--- config.mk ---
export PLATFORM = sky130hd
export DESIGN_NAME = stopwatch_ctrl
export DESIGN_NICKNAME = d
export VERILOG_FILES = /design/src/rtl/stopwatch_ctrl.sv
export SDC_FILE = /design/constraint.sdc
export NUM_CORES = 1
export LEC_CHECK = 0
export BUFFER_PORTS_ARGS = -buffer_cell sky130_fd_sc_hd__buf_2
export CAP_MARGIN = 15
export CORE_UTILIZATION = 38
export DETAILED_ROUTE_END_ITERATION = 10
export PLACE_DENSITY = 0.63
export SLEW_MARGIN = 10
export SYNTH_ARGS = -nofsm -noshare
export SYNTH_HDL_FRONTEND = slang
export SYNTH_SLANG_ARGS = --single-unit
--- constraint.sdc ---
create_clock -name clk_i -period 2.05 [get_ports clk_i]
set_clock_uncertainty 0.2 [all_clocks]
set_input_delay 0.1025 -clock clk_i [delete_from_list [all_inputs] [get_ports clk_i]]
set_output_delay 0.1025 -clock clk_i [all_outputs]
set_load 0.1 [all_outputs]
--- src/rtl/stopwatch_ctrl.sv ---
// Stopwatch controller: prescaled 100 Hz timebase, BCD mm:ss.cc counter,
// run/pause/lap FSM with a frozen lap display and a wrap pulse at 59:59.99.
module stopwatch_ctrl #(
  parameter int TICK_DIV = 1000000
) (
  input  logic        clk_i,
  input  logic        rst_i,
  input  logic        start_stop_i,
  input  logic        lap_i,
  input  logic        clear_i,
  output logic        tick_o,
  output logic [1:0]  state_o,
  output logic [23:0] time_o,
  output logic [23:0] disp_o,
  output logic        wrap_o
);

  localparam int PW = (TICK_DIV > 2) ? $clog2(TICK_DIV) : 1;
  localparam logic [PW-1:0] PRESC_LAST = PW'(TICK_DIV - 1);

  typedef enum logic [1:0] {
    S_IDLE  = 2'b00,
    S_RUN   = 2'b01,
    S_PAUSE = 2'b10,
    S_LAP   = 2'b11
  } state_t;

  state_t        r_state = S_IDLE;
  logic [PW-1:0] r_presc = '0;
  logic          r_tick  = 1'b0;
  logic          r_wrap  = 1'b0;
  logic [23:0]   r_time  = '0;
  logic [23:0]   r_snap  = '0;
  logic [23:0]   r_disp  = '0;

  state_t        w_state_nxt;
  logic [PW-1:0] w_presc_nxt;
  logic          w_tick_nxt;
  logic          w_wrap_nxt;
  logic [23:0]   w_time_nxt;
  logic [23:0]   w_snap_nxt;
  logic [23:0]   w_disp_nxt;
  logic [24:0]   w_inc;
  logic          w_counting;

  // Ripple-carry BCD increment over digits cc1,cc10,ss1,ss10,mm1,mm10;
  // bit 24 of the result is the carry out of 59:59.99.
  function automatic logic [24:0] bcd_inc(input logic [23:0] t);
    logic [23:0] v;
    logic        c;
    logic [3:0]  d;
    logic [3:0]  lim;
    v = t;
    c = 1'b1;
    for (int i = 0; i < 6; i++) begin
      d   = v[i*4 +: 4];
      lim = (i == 3 || i == 5) ? 4'd5 : 4'd9;
      if (c) begin
        v[i*4 +: 4] = (d == lim) ? 4'd0 : d + 4'd1;
        c = (d == lim);
      end
    end
    return {c, v};
  endfunction

  assign w_inc      = bcd_inc(r_time);
  assign w_counting = (r_state == S_RUN) || (r_state == S_LAP);

  always_comb begin
    w_state_nxt = r_state;
    w_presc_nxt = r_presc;
    w_tick_nxt  = 1'b0;
    w_wrap_nxt  = 1'b0;
    w_time_nxt  = r_time;
    w_snap_nxt  = r_snap;

    if (w_counting) begin
      if (r_presc == PRESC_LAST) begin
        w_presc_nxt = '0;
        w_tick_nxt  = 1'b1;
        w_time_nxt  = w_inc[23:0];
        w_wrap_nxt  = w_inc[24];
      end else begin
        w_presc_nxt = r_presc + 1'b1;
      end
    end

    // start_stop wins over lap/clear; lap and clear only act in their states
    case (r_state)
      S_IDLE:  if (start_stop_i) w_state_nxt = S_RUN;
      S_RUN: begin
        if (start_stop_i)  w_state_nxt = S_PAUSE;
        else if (lap_i)    w_state_nxt = S_LAP;
      end
      S_LAP: begin
        if (start_stop_i)  w_state_nxt = S_PAUSE;
        else if (lap_i)    w_state_nxt = S_RUN;
      end
      S_PAUSE: begin
        if (start_stop_i)  w_state_nxt = S_RUN;
        else if (clear_i)  w_state_nxt = S_IDLE;
      end
      default: w_state_nxt = S_IDLE;
    endcase

    // Snapshot includes an increment landing on the same edge
    if (r_state == S_RUN && w_state_nxt == S_LAP)
      w_snap_nxt = w_time_nxt;

    if (r_state == S_PAUSE && w_state_nxt == S_IDLE) begin
      w_presc_nxt = '0;
      w_time_nxt  = '0;
      w_snap_nxt  = '0;
    end

    w_disp_nxt = (w_state_nxt == S_LAP) ? w_snap_nxt : w_time_nxt;
  end

  always_ff @(posedge clk_i) begin
    if (rst_i) begin
      r_state <= S_IDLE;
      r_presc <= '0;
      r_tick  <= 1'b0;
      r_wrap  <= 1'b0;
      r_time  <= '0;
      r_snap  <= '0;
      r_disp  <= '0;
    end else begin
      r_state <= w_state_nxt;
      r_presc <= w_presc_nxt;
      r_tick  <= w_tick_nxt;
      r_wrap  <= w_wrap_nxt;
      r_time  <= w_time_nxt;
      r_snap  <= w_snap_nxt;
      r_disp  <= w_disp_nxt;
    end
  end

  assign tick_o  = r_tick;
  assign wrap_o  = r_wrap;
  assign state_o = r_state;
  assign time_o  = r_time;
  assign disp_o  = r_disp;

endmodule

==> run summary <==
Status - complete, but fails checks
Violated checks - setup timing
Synth Register Bits - 96
Nature of the critical path endpoint - flip-flop
Residual DRC - 0
FF+latch area - 0.00200 mm²
WHS Path Cells - 5
Share of layout cells above drive strength 1 - 45.8%
Worst Path Required - 2.09 ns
DRT antenna net count - 0
Compound-cell area share of the yosys netlist - 13.2%
P&R area growth vs syn - 53.7%
Synth warn - 0
Max incr delay on CP - 0.41 ns
Slew Limit Headroom - 62.9%
CP max FO - 5
Vias after detailed routing - 4382
Sw power - 939 µW
Detailed-route wire length per cell - 16.6 µm
HPWL after DPL - 9.35 mm
GR Util met3 - 4.64%
Gpl congestion - 0.877
Top cell family by delay on the critical path - simple AND/OR/NAND/NOR gates
Die footprint - 0.0117 mm²
Fmax - 457 MHz
GR Util met1 - 28.7%
Reg power frac - 50.1%
Top cells by count, synth - dfxtp_1, nor2_1, nand2_1, o21ai_0, a21oi_1
Synth async-reset ratio - 0%
Post-synth top area share - 44.7%
Clock latency on the worst-skew pair - 0.36 ns
Net Count, Synth - 518
Clock transition at the registers of the reported paths - 0.08 ns
Clock Tree Buf Depth - 2
Worst setup margin - -0.139 ns
Most frequent cell after synthesis - dfxtp_1
Sw Share - 25.3%
Clock sinks - 96
WP depth - 6
Num CTS Buffers - 9
Die H - 108 µm
Worst VDD drop - 0.472 mV
CTS tree - done
Post-Synth XOR/XNOR Area - 4.69%
Fill cells - 932
Min-delay src - lap_i
PortBufs - 56
Die W - 108 µm
DRT iter0 DRCs - 279
RSZ-0062 raised after global routing - yes
Worst setup path startpoint - r_presc[13]
Simple-Gate Fraction of Synth Area - 27.7%
Final instance area - 0.00660 mm²
Fin. Hold Viols - 0
Adder-cell share of the synthesized area - 3.79%
Global Route Usage Sum - 22.9%
Htree depth - 3
Register area share after synthesis - 44.7%
# diodes - 0
Internal - 2.78 mW
Multi-input gate area in the final layout - 0.00280 mm²
Core Footprint - 0.0109 mm²
Largest family of logic cells by synthesized area - simple AND/OR/NAND/NOR gates
Setup crit start kind - flip-flop
R2r startpoint - r_presc[13]
Syn avg cell area - 8.59 µm²
Post-Syn Area - 0.00430 mm²
Pwr/cell area - 563 mW/mm²
First-pass GRT wire length - 20.7 mm
Root buffer cell - clkbuf_16
Worst Path Arrival - 2.23 ns
GRT met2 Usage - 39.3%
R2R depth - 6
Cell variety after synth - 56
Crit path time final - 2.19 ns
Routed Wire Length - 13.5 mm
I/O pin count - 57
Buf/Inv on CP - 1
Max Transition Viols Final - 0
Post-layout net count - 684
Worst Hold Class - in2reg
Drt pass-1 iters - 5
Number of synthesized flops with an enable pin - 0
Initial Util - 39.3%
Clock power frac - 43.9%
Row cnt - 38
Antenna violations before repair - 0
Mux contribution to synthesized area - 2.48%
Comb power frac - 6.0%
Gate Count Post-Synth - 500
Top_reg_cell synth - dfxtp_1
Critical path class - reg2reg
Synth top area cells - dfxtp_1, nor2_1, o21ai_0
Slowest CP cell - or3_4
Final setup viols - 36
Total power draw - 3.72 mW
Remaining global-route overflow - 0
Dominant cell type by area after synthesis - dfxtp_1
Number of global-route vias before repair - 4250
Max-cap violation count - 0
Largest net degree at the start of global routing - 20
Global routing's busiest layer - met2
Via density - 5.40
Placed Instance Area - 0.00558 mm²
Fin crit share - 107%
CP cell instances - nor4b_4, buf_4, nand3_2, or3_4, mux2_4, a22o_1
Least-Margin Pin Slew - 0.555 ns
P_leak - 2.70 nW
-- stage by stage --
step | utilization (%) | hold WS, ns | cells | setup TNS [ns] | setup WS [ns]
3_5_place_dp | 51.0 | 0.247 | 774 | -6.36 | -0.234
6_report | 60.4 | 0.151 | 811 | -2.04 | -0.139
5_1_grt | 60.4 | 0.183 | 811 | -5.38 | -0.198
4_1_cts | 56.3 | 0.134 | 800 | -1.97 | -0.109
2_1_floorplan | - | 0.116 | 500 | -4.40 | -0.346
3_3_place_gp | 51.0 | 0.236 | 774 | -4.79 | -0.229
-- cell families (layout without fill, tap and decap cells) --
family,after synthesis,in the layout
compound gates,95,95
xor+xnor,23,23
fa+ha+maj,13,13
buf+inv,38,209
flops,96,96
mux,10,10
simple gates,225,225
-- power by group through the flow --
stage / clock, mW / sequential (mW) / combinational [mW]
after floorplan: 0 / 1.93 / 0.0917
after global placement: 0 / 1.91 / 0.187
after detailed placement: 0 / 1.91 / 0.189
after CTS: 1.65 / 1.87 / 0.204
after global routing: 1.73 / 1.87 / 0.235
final: 1.63 / 1.86 / 0.223
-- cells in the final DEF (no fill, tap or decap), drive strengths merged, types with 7 or more instances in the layout --
cell      n
nand2    37
nand3    24
a21oi    28
mux2i     8
ha       13
dfxtp    96
clkbuf   11
o22ai     7
nor2     70
inv      20
buf     172
xnor2    18
nor4     11
nand4    11
nor3     18
nand2b    7
o21ai    34
-- worst paths after layout --
kind / endpoint / slack, ns
min reg2reg: disp_o[16] / 0.25
min: disp_o[6] / 0.15
max reg2reg: disp_o[20] / -0.14
max: disp_o[20] / -0.14
-- registers in the layout (all words and copies together), names as in the netlist --
register	count
disp_o	24
r_snap	24
time_o	24
r_presc	20
state_o	2
tick_o	1
wrap_o	1
-- timing repair --
item	CTS	global route
hold endpoints to repair	10	0
endpoints found under the setup margin	83	83
gates resized for setup	53	81
gates cloned	0	1
hold buffers	4	0
buffers inserted	6	10
pin swaps	22	40
-- layout make-up --
class / count / area share (%)
tap: 140 / 2.65
timing repair buffer: 177 / 19.4
inverter: 16 / 0.947
sequential: 96 / 30.3
clock inverter: 6 / 0.758
multi-input combinational: 366 / 42.4
clock buffer: 10 / 3.47
-- worst register-to-register path, stage by stage, from the launching register on --
cell	delay, ns
dfxtp_4	0.36
nor4b_4	0.28
buf_4	0.19
nand3_2	0.10
or3_4	0.41
mux2_4	0.32
a22o_1	0.22
-- routing by layer --
| metal | wire length (µm) | share of wire [%] | vias up |
|---|---|---|---|
| met3 | 731 | 5.4 | 20 |
| met4 | 247 | 1.8 | 0 |
| met1 | 5900 | 44 | 2114 |
| met5 | 0 | 0 | - |
| met2 | 6620 | 49 | 146 |
| li1 | - | - | 2102 |
Note: power is estimated with default switching activity, not from simulation.
